**src/rtl/mod_n_serial_tx_if.sv**
```systemverilog
// Handshake and serial-output bundle for mod_n_serial_tx.
// master = word producer / serial consumer side, slave = the transmitter.
interface mod_n_serial_tx_if #(
  parameter int DATA_W  = 8,
  parameter int MODULUS = 5
);
  localparam int RES_W = $clog2(MODULUS);

  logic [DATA_W-1:0] data_i;
  logic              valid_i;
  logic              ready_o;
  logic              val_o;
  logic              frame_o;
  logic              last_o;
  logic [RES_W-1:0]  mod_o;

  modport master (
    output data_i, valid_i,
    input  ready_o, val_o, frame_o, last_o, mod_o
  );

  modport slave (
    input  data_i, valid_i,
    output ready_o, val_o, frame_o, last_o, mod_o
  );
endinterface

```
**src/rtl/mod_n_serial_tx.sv**
```systemverilog
// MSB-first serial transmitter appending CHK_W check bits so each frame is 0 mod MODULUS.
// Optional MOD_TX_BACK2BACK_EN: accept the next word on the last check bit (no idle gap).
module mod_n_serial_tx #(
  parameter int DATA_W  = 8,
  parameter int MODULUS = 5,
  parameter int CHK_W   = 3
) (
  input logic              clk,
  input logic              reset,
  mod_n_serial_tx_if.slave bus
);
  localparam int RES_W   = $clog2(MODULUS);
  localparam int CNT_MAX = (DATA_W > CHK_W) ? DATA_W : CHK_W;
  localparam int CNT_W   = $clog2(CNT_MAX + 1);
  localparam int CW      = RES_W + CHK_W;

  localparam logic [CNT_W-1:0] DATA_LAST = CNT_W'(DATA_W);
  localparam logic [CNT_W-1:0] CHK_LAST  = CNT_W'(CHK_W);
  localparam logic [RES_W:0]   MOD_R     = (RES_W + 1)'(MODULUS);
  localparam logic [CW-1:0]    MOD_C     = CW'(MODULUS);

  if (DATA_W < 1 || MODULUS < 2 || (2 ** CHK_W) < MODULUS) begin : g_param_err
    $error("mod_n_serial_tx: need DATA_W>=1, MODULUS>=2 and 2**CHK_W >= MODULUS");
  end

  typedef enum logic [1:0] {IDLE, DATA, CHECK} state_t;

  state_t            state_q, state_d;
  logic [DATA_W-1:0] dsr_q, dsr_d;
  logic [CHK_W-1:0]  csr_q, csr_d;
  logic [CNT_W-1:0]  cnt_q, cnt_d;
  logic [RES_W-1:0]  res_q, res_d;
  logic              val_q, val_d;
  logic              frame_q, frame_d;
  logic              last_q, last_d;

  logic [CW-1:0]     shifted, rem;
  logic [CHK_W-1:0]  chk_val;
  logic              ready, accept;

  // (2*r + b) mod MODULUS; the sum is below 2*MODULUS, so one subtraction suffices.
  function automatic logic [RES_W-1:0] res_step(input logic [RES_W-1:0] r, input logic b);
    logic [RES_W:0] t;
    t = {r, b};
    if (t >= MOD_R) t = t - MOD_R;
    return t[RES_W-1:0];
  endfunction

  // Check value from the registered payload residue only: c = (M - (r*2**CHK_W mod M)) mod M.
  always_comb begin
    shifted = {res_q, {CHK_W{1'b0}}};
    rem     = shifted % MOD_C;
    chk_val = CHK_W'((rem == '0) ? '0 : MOD_C - rem);
  end

`ifdef MOD_TX_BACK2BACK_EN
  assign ready = (state_q == IDLE) || last_q;
`else
  assign ready = (state_q == IDLE);
`endif
  assign accept = bus.valid_i & ready;

  always_comb begin
    // NOTE: every signal driven here gets a default first, so no path can infer a latch.
    state_d = state_q;
    dsr_d   = dsr_q;
    csr_d   = csr_q;
    cnt_d   = cnt_q;
    res_d   = res_q;
    val_d   = 1'b0;
    frame_d = 1'b0;
    last_d  = 1'b0;

    unique case (state_q)
      IDLE: ;
      DATA: begin
        frame_d = 1'b1;
        if (cnt_q == DATA_LAST) begin
          state_d = CHECK;
          val_d   = chk_val[CHK_W-1];
          csr_d   = chk_val << 1;
          res_d   = res_step(res_q, chk_val[CHK_W-1]);
          cnt_d   = CNT_W'(1);
          last_d  = (CHK_LAST == CNT_W'(1));
        end else begin
          val_d = dsr_q[DATA_W-1];
          dsr_d = dsr_q << 1;
          res_d = res_step(res_q, dsr_q[DATA_W-1]);
          cnt_d = cnt_q + CNT_W'(1);
        end
      end
      CHECK: begin
        if (cnt_q == CHK_LAST) begin
          state_d = IDLE;
          res_d   = '0;
          cnt_d   = '0;
        end else begin
          frame_d = 1'b1;
          val_d   = csr_q[CHK_W-1];
          csr_d   = csr_q << 1;
          res_d   = res_step(res_q, csr_q[CHK_W-1]);
          cnt_d   = cnt_q + CNT_W'(1);
          last_d  = (cnt_q + CNT_W'(1) == CHK_LAST);
        end
      end
      default: state_d = IDLE;
    endcase

    // An accepted word starts a fresh frame; the residue restarts from zero.
    if (accept) begin
      state_d = DATA;
      val_d   = bus.data_i[DATA_W-1];
      dsr_d   = bus.data_i << 1;
      res_d   = res_step('0, bus.data_i[DATA_W-1]);
      cnt_d   = CNT_W'(1);
      frame_d = 1'b1;
      last_d  = 1'b0;
    end
  end

  always_ff @(posedge clk or posedge reset) begin
    if (reset) begin
      // NOTE: the shift registers are reset too, so no X can ever reach val_o.
      state_q <= IDLE;
      dsr_q   <= '0;
      csr_q   <= '0;
      cnt_q   <= '0;
      res_q   <= '0;
      val_q   <= 1'b0;
      frame_q <= 1'b0;
      last_q  <= 1'b0;
    end else begin
      // NOTE: state updates use non-blocking assignments; blocking ones live only in always_comb.
      state_q <= state_d;
      dsr_q   <= dsr_d;
      csr_q   <= csr_d;
      cnt_q   <= cnt_d;
      res_q   <= res_d;
      val_q   <= val_d;
      frame_q <= frame_d;
      last_q  <= last_d;
    end
  end

  assign bus.ready_o = ready;
  assign bus.val_o   = val_q;
  assign bus.frame_o = frame_q;
  assign bus.last_o  = last_q;
  assign bus.mod_o   = res_q;
endmodule

```
**src/flat_wrapper.sv**
```systemverilog
// flat-port wrapper written by rule: the top's interface ports become plain ports
module mod_n_serial_tx_flat 
#(
  parameter int DATA_W  = 8,
  parameter int MODULUS = 5,
  parameter int CHK_W   = 3
)
  (clk, reset, bus_data_i, bus_valid_i, bus_ready_o, bus_val_o, bus_frame_o, bus_last_o, bus_mod_o);
  mod_n_serial_tx_if #(.DATA_W(DATA_W), .MODULUS(MODULUS)) bus_i ();
  input logic clk;
  input logic reset;
  input wire logic [$bits(bus_i.data_i)-1:0] bus_data_i;
  input wire logic [$bits(bus_i.valid_i)-1:0] bus_valid_i;
  output wire logic [$bits(bus_i.ready_o)-1:0] bus_ready_o;
  output wire logic [$bits(bus_i.val_o)-1:0] bus_val_o;
  output wire logic [$bits(bus_i.frame_o)-1:0] bus_frame_o;
  output wire logic [$bits(bus_i.last_o)-1:0] bus_last_o;
  output wire logic [$bits(bus_i.mod_o)-1:0] bus_mod_o;
  assign bus_i.data_i = bus_data_i;
  assign bus_i.valid_i = bus_valid_i;
  assign bus_ready_o = bus_i.ready_o;
  assign bus_val_o = bus_i.val_o;
  assign bus_frame_o = bus_i.frame_o;
  assign bus_last_o = bus_i.last_o;
  assign bus_mod_o = bus_i.mod_o;
  mod_n_serial_tx #(.DATA_W(DATA_W), .MODULUS(MODULUS), .CHK_W(CHK_W)) u_core (.clk(clk), .reset(reset), .bus(bus_i));
endmodule
```
**config.mk**
```make
export PLATFORM = sky130hd
export DESIGN_NAME = mod_n_serial_tx_flat
export DESIGN_NICKNAME = d
export VERILOG_FILES = /design/src/rtl/mod_n_serial_tx_if.sv /design/src/rtl/mod_n_serial_tx.sv /design/src/flat_wrapper.sv
export SDC_FILE = /design/constraint.sdc
export NUM_CORES = 1
export LEC_CHECK = 0
export ABC_AREA = 1
export BUFFER_PORTS_ARGS = -buffer_cell sky130_fd_sc_hd__buf_4
export CAP_MARGIN = 5
export CORE_MARGIN = 1
export CORE_UTILIZATION = 55
export DETAILED_ROUTE_END_ITERATION = 7
export HOLD_SLACK_MARGIN = 0.05
export PLACE_DENSITY = 0.76
export SLEW_MARGIN = 20
export SYNTH_ARGS = -nofsm -noshare
export SYNTH_HDL_FRONTEND = slang
export SYNTH_SLANG_ARGS = --single-unit
export TNS_END_PERCENT = 100
```
**constraint.sdc**
```tcl
create_clock -name clk -period 3.2 [get_ports clk]
set_clock_uncertainty 0.15 [all_clocks]
set_input_delay 0 -clock clk [delete_from_list [all_inputs] [get_ports clk]]
set_output_delay 0 -clock clk [all_outputs]
set_load 0.005 [all_outputs]
```
Word-level counts from Yosys, hierarchy flattened
Cells that the tools add are included.
- add/subtract/negate cells: 5
- multipliers: 0
- divide/modulo/power cells: 1
- order comparisons: 3
- eq/ne operators: 11
- shift-type cells: 0
- mux-type cells: 32
- bitwise logic cells: 1
- reduce and logical (&&, ||, !) cells: 8
- operators with widths (kind ; count):
    3-bit 2-to-1 mux ; 9
    8-bit 2-to-1 mux ; 3
    4-bit by 3-bit >= comparator with 1-bit output, second input constant ; 3
    4-bit 2-to-1 mux ; 3
    3-bit one-hot mux with 2 select lines ; 2
    3-bit subtractor, second input constant ; 3
    4-bit by 2-bit == test with 1-bit output, second input constant ; 2
    1-bit 2-to-1 mux ; 8
    4-bit one-hot mux with 2 select lines ; 1
    6-bit logical NOT ; 1
    6-bit by 3-bit remainder unit with 6-bit output, second input constant ; 1
    2-bit 2-to-1 mux ; 3
    3-bit by 1-bit inequality test with 1-bit output, second input constant ; 2
    2-bit one-hot mux with 3 select lines ; 1
    3-bit AND reduction ; 2
    4-bit by 1-bit adder with 4-bit output, second input constant ; 1
    4-bit == test, second input constant ; 1
    2-bit by 1-bit inequality test with 1-bit output, second input constant ; 2
    2-bit inequality test, second input constant ; 2
    1-bit one-hot mux with 2 select lines ; 2
    2-bit nonzero test ; 2
    3-bit nonzero test ; 1
    3-bit subtractor, first input constant ; 1
    2-bit by 1-bit == test with 1-bit output, second input constant ; 1
    other kinds (4) ; 4
- bits in registers: 23
- bits in latches: 0
- memory bits (writable): 0
- bits in read-only memories: 0
- input bits: 11
- output and inout port bits: 7
- word-level logic and storage cells: 69
- memories: 0

Depth between registers and ports, before layout
- depth after elaboration: 8
- gate-level depth with buffers: 18
- gate-level depth less buffers: 17

Worst setup path before layout
Ideal clock, no wire load.
- kind: reg-to-reg
- start: reg u_core.res_q[0] (netlist: u_core.bus.mod_o[0])
- end: reg u_core.res_q[0] (netlist: u_core.bus.mod_o[0])
- library setup time: 0.073 ns
- arrival: 2.035 ns
- required time: 2.977 ns
- slack: 0.942 ns
- cell stages (with the launch flop): 18
- path buffers: 0
- period minus slack after synthesis: 2.258 ns
- path through: dfrtp_1 -> inv_2 -> ha_1 -> nand2_1 -> nand2_2 -> nor2_2 -> ha_1 -> inv_1 -> nand4_1 -> nand3_2 -> nand2_1 -> nand2_2 -> nand2_1 -> nand2_1 -> nand2_1 -> nand2_1 -> nand2_1 -> a21oi_2
- longest elaborated chain between the ends: 8
- elaborated cells between the ends (all ways): 15
- classes of those cells: 2 x add/sub; 1 x div; 3 x order compare; 8 x mux; 1 x reduce/logical
- ends and longest elaborated chain (what ; RTL line ; RTL):
    start: declaration ; mod_n_serial_tx.sv:32 ; logic [RES_W-1:0] res_q, res_d;
    start signal: assignment ; mod_n_serial_tx.sv:138 ; res_q <= res_d;
    6-bit by 3-bit remainder unit with 6-bit output ; mod_n_serial_tx.sv:52 ; rem = shifted % MOD_C;
    3-bit subtractor / 6-bit logical NOT (equally long branches) ; mod_n_serial_tx.sv:53 ; chk_val = CHK_W'((rem == '0) ? '0 : MOD_C - rem);
    3-bit 2-to-1 mux ; mod_n_serial_tx.sv:53 ;
    4-bit by 3-bit >= comparator with 1-bit output / 3-bit subtractor (equally long branches) ; mod_n_serial_tx.sv:45 ; if (t >= MOD_R) t = t - MOD_R;
    3-bit 2-to-1 mux ; mod_n_serial_tx.sv:45 ;
    3-bit 2-to-1 mux ; mod_n_serial_tx.sv:78 ; if (cnt_q == DATA_LAST) begin
    3-bit one-hot mux with 2 select lines (*) ; mod_n_serial_tx.sv:74 ; unique case (state_q)
    3-bit 2-to-1 mux (*) ; mod_n_serial_tx.sv:110 ; if (accept) begin
Every way passes the cells marked *; elsewhere a longest branch is shown, timed or not.
A chain may end at the register's enable or synchronous reset.

Final worst setup path
- start: reg u_core.res_q[0] (netlist: u_core.bus.mod_o[0])
- end: reg u_core.val_q (netlist: u_core.bus.val_o)
- longest elaborated chain between the ends: 6
- elaborated cells between the ends (all ways): 7
- classes of those cells: 1 x add/sub; 1 x div; 4 x mux; 1 x reduce/logical
- ends and longest elaborated chain (what ; RTL line ; RTL):
    6-bit by 3-bit remainder unit with 6-bit output (*) ; mod_n_serial_tx.sv:52 ;
    3-bit subtractor / 6-bit logical NOT (equally long branches) ; mod_n_serial_tx.sv:53 ;
    3-bit 2-to-1 mux (*) ; mod_n_serial_tx.sv:53 ;
    1-bit 2-to-1 mux (*) ; mod_n_serial_tx.sv:78 ;
    1-bit one-hot mux with 2 select lines (*) ; mod_n_serial_tx.sv:74 ;
    1-bit 2-to-1 mux (*) ; mod_n_serial_tx.sv:110 ;
    via u_core.val_d ; mod_n_serial_tx.sv:33 ; logic val_q, val_d;
    end signal: assignment ; mod_n_serial_tx.sv:139 ; val_q <= val_d;
    end: declaration ; mod_n_serial_tx.sv:33 ;
Mark *: on every way through the listed nets, which the timed path passes. The rest lies on a longest branch.

==> impl_metrics.tcl <==
set metrics [dict create \
    synth_nets 218 \
    power-per-cell-area_nw_per_um2 983 \
    final_hold_viol_count 0 \
    p_comb_frac 0.655 \
    antenna_found_initial 0 \
    finalCritPeriodShare 0.926 \
    clkSlewWorstSetupHoldPaths_ns 0.11 \
    io_pins 18 \
    vias 1424 \
    path_max_fanout 11 \
    fin_nets 248 \
    cts-root-buf "clkbuf_4" \
    end_kind "register" \
    rrSetupSlack_ns 0.24 \
    rows 18 \
    clock-sinks 21 \
    port_buffers 17 \
    p_seq_frac 0.274 \
    rr_worst_depth 15 \
    die_area_sq_um 2950 \
    syn_to_final_growth_pct 18.9 \
    fin_ws_ns 0.236 \
    route.detailed.drc 0 \
    start_util 0.597 \
    synth_top_area_frac 0.349 \
    clockBufferDepth 2 \
    startpoint_type "register" \
    drv_slew 0 \
    fin_area_sq_um 1790 \
    internal_power_w 0.000869 \
    hpwlAfterDp_microns 2430 \
    htreeDepth 1 \
    worstMarginPinSlew_ns 0.787 \
    syn_inst 195 \
    grt_use_total 0.260 \
    maxSlewHeadroom 0.475 \
    fin_tns_setup_ns 0 \
    via_per_inst 5.61 \
    hold_slack_ns 0.268 \
    grt_pass1_vias 1300 \
    async_flop_share 1.00 \
    routabilityCongestion 0.881 \
    synth_cell_types 34 \
    grt_pass1_wl_microns 5550 \
    die_w_microns 54.3 \
    setup_viol_count_final 0 \
    power_frac_clock 0.071 \
    rr_startpoint "u_core.bus.mod_o[0]" \
    synth_top_cell_by_area "dfrtp_1" \
    syn_area_sq_um 1510 \
    cts_buffers 3 \
    insertion_delay_ns 0.30 \
    avgSynthCellArea_sq_um 7.72 \
    diodes 0 \
    synth.most_common_cell "nand2_1" \
    totalPowerFinal_w 0.00176 \
    synth.top_cells.by_count "nand2_1 (35), inv_1 (33), dfrtp_1 (21)" \
    cp.required_ns 3.24 \
    place_area_sq_um 1650 \
    synth-edff-count 0 \
    place_ws_ns 0.703 \
    switching_share 0.506 \
    tritoncts "done" \
    die_h_microns 54.3 \
    fin_crit_ns 2.96 \
    drt-total-wl_microns 3380 \
    leakagePower_nw 0.885 \
    hold_path_class "input pin to asynchronous set/reset pin" \
    drive_gt1_frac 0.183 \
    arrival_ns 3.01 \
    synth_area_leaders "dfrtp_1 (35%), ha_1 (10%), nand2_1 (8.7%)" \
    cap_violations 0 \
    ys_ff_latch 21 \
    synth_top_flop_cell "dfrtp_1" \
    grt_max_degree 22 \
    switching_power_w 0.000890 \
    criticalPathCategory "register to register" \
    dr.pass1.iters 4 \
    yosys_warnings 0 \
    drt-wirelength-per-cell_microns 13.3 \
    antenna_left 0 \
    r2r-end "u_core.bus.val_o" \
    core_sq_um 2520 \
    ys_seq_area_frac 0.349 \
    overflow 0 \
    ir_drop_mv 0.665 \
    fmaxAchievable_mhz 337 \
    drt-initial-drc-count 49 \
    status "finished clean" \
    grt_setup_unrepaired "no" \
]
-- flip-flops by register name, summed over array words and instances (netlist names) --
register            count
u_core.bus.frame_o      1
u_core.bus.last_o       1
u_core.bus.mod_o        3
u_core.bus.val_o        1
u_core.cnt_q            4
u_core.csr_q            2
u_core.dsr_q            7
u_core.state_q          2
-- power by group through the flow --
stage,clock network [W],registers [W],logic (W)
2_1_floorplan,0,0.000448,0.000893
3_3_place_gp,0,0.000478,0.00108
3_5_place_dp,0,0.000484,0.00112
4_1_cts,0.000129,0.000479,0.00114
5_1_grt,0.000141,0.000495,0.00130
6_report,0.000125,0.000481,0.00115
-- layout by cell type, fill, tap and decap left out, types with 5 or more instances in the layout --
cell type      synthesis  routed
nand3_1               10      10
nand2_2                5       5
ha_1                  12      12
dfrtp_1               21      20
nor2_1                14      14
nor3_1                 5       5
inv_1                 33      33
o21ai_0               11      11
nand2_1               35      35
dlygate4sd3_1          0      11
buf_4                  2      17
o22ai_1                6       6
-- area by class of cell --
| type | instances | area, sq um |
|---|---|---|
| inverter | 37 | 139 |
| sequential | 21 | 527 |
| tap | 30 | 37.5 |
| clock buffer | 4 | 26.3 |
| timing repair buffer | 28 | 238 |
| fill | 213 | 733 |
| multi-input combinational | 134 | 822 |
-- per-layer routing --
| metal | part of all wire | GRT usage | wire [microns] | vias to the layer above |
|---|---|---|---|---|
| li1 | - | - | - | 708 |
| met1 | 0.44 | 0.309 | 1500 | 678 |
| met2 | 0.51 | 0.474 | 1740 | 36 |
| met3 | 0.040 | 0.0611 | 135 | 2 |
| met4 | 0.0030 | 0.0470 | 10 | 0 |
| met5 | 0 | 0 | 0 | - |
-- stage by stage --
stage / util / instances
2_1_floorplan: - / 195
3_3_place_gp: 0.655 / 239
3_5_place_dp: 0.655 / 239
4_1_cts: 0.709 / 254
5_1_grt: 0.709 / 254
6_report: 0.709 / 254
-- worst max path at each step --
stage / startpoint / cells after the start / endpoint
floorplan: u_core.bus.mod_o[0] / 17 / u_core.bus.mod_o[0]
global placement: u_core.bus.mod_o[1] / 16 / u_core.bus.mod_o[2]
detailed placement: u_core.bus.mod_o[1] / 17 / u_core.bus.mod_o[0]
CTS: u_core.bus.mod_o[1] / 15 / u_core.bus.val_o
global route: u_core.bus.mod_o[0] / 15 / u_core.bus.val_o
finish: u_core.bus.mod_o[0] / 15 / u_core.bus.val_o
-- cells by family after synthesis --
| family | count (synthesis) | synth area share |
|---|---|---|
| and+or+nand+nor | 78 | 0.255 |
| AOI/OAI and AO/OA | 40 | 0.166 |
| buffers and inverters | 40 | 0.105 |
| DFF | 21 | 0.349 |
| adders and majority gates | 12 | 0.0997 |
| xor gates and xnor gates | 3 | 0.0175 |
| muxes | 1 | 0.00748 |
-- repair_timing --
item | in CTS | in global routing
resized for setup | 0 | 1
endpoints found under the setup margin | 0 | 1
setup buffers | 0 | 0
hold buffers | 11 | 0
hold endpoints to repair | 32 | 0
-- critical path: stages, from the launching register on --
cell	delay, ns
dfrtp_1	0.47
inv_2	0.22
ha_1	0.27
nand2_1	0.14
nand2_2	0.07
nor2_2	0.10
ha_1	0.23
inv_1	0.05
nand4_1	0.11
nand3_2	0.08
nand2_1	0.06
nand2_2	0.08
nor3_2	0.04
o21ai_1	0.13
o21ai_1	0.09
dlygate4sd3_1	0.56
Power figures use the tool's default switching activity.
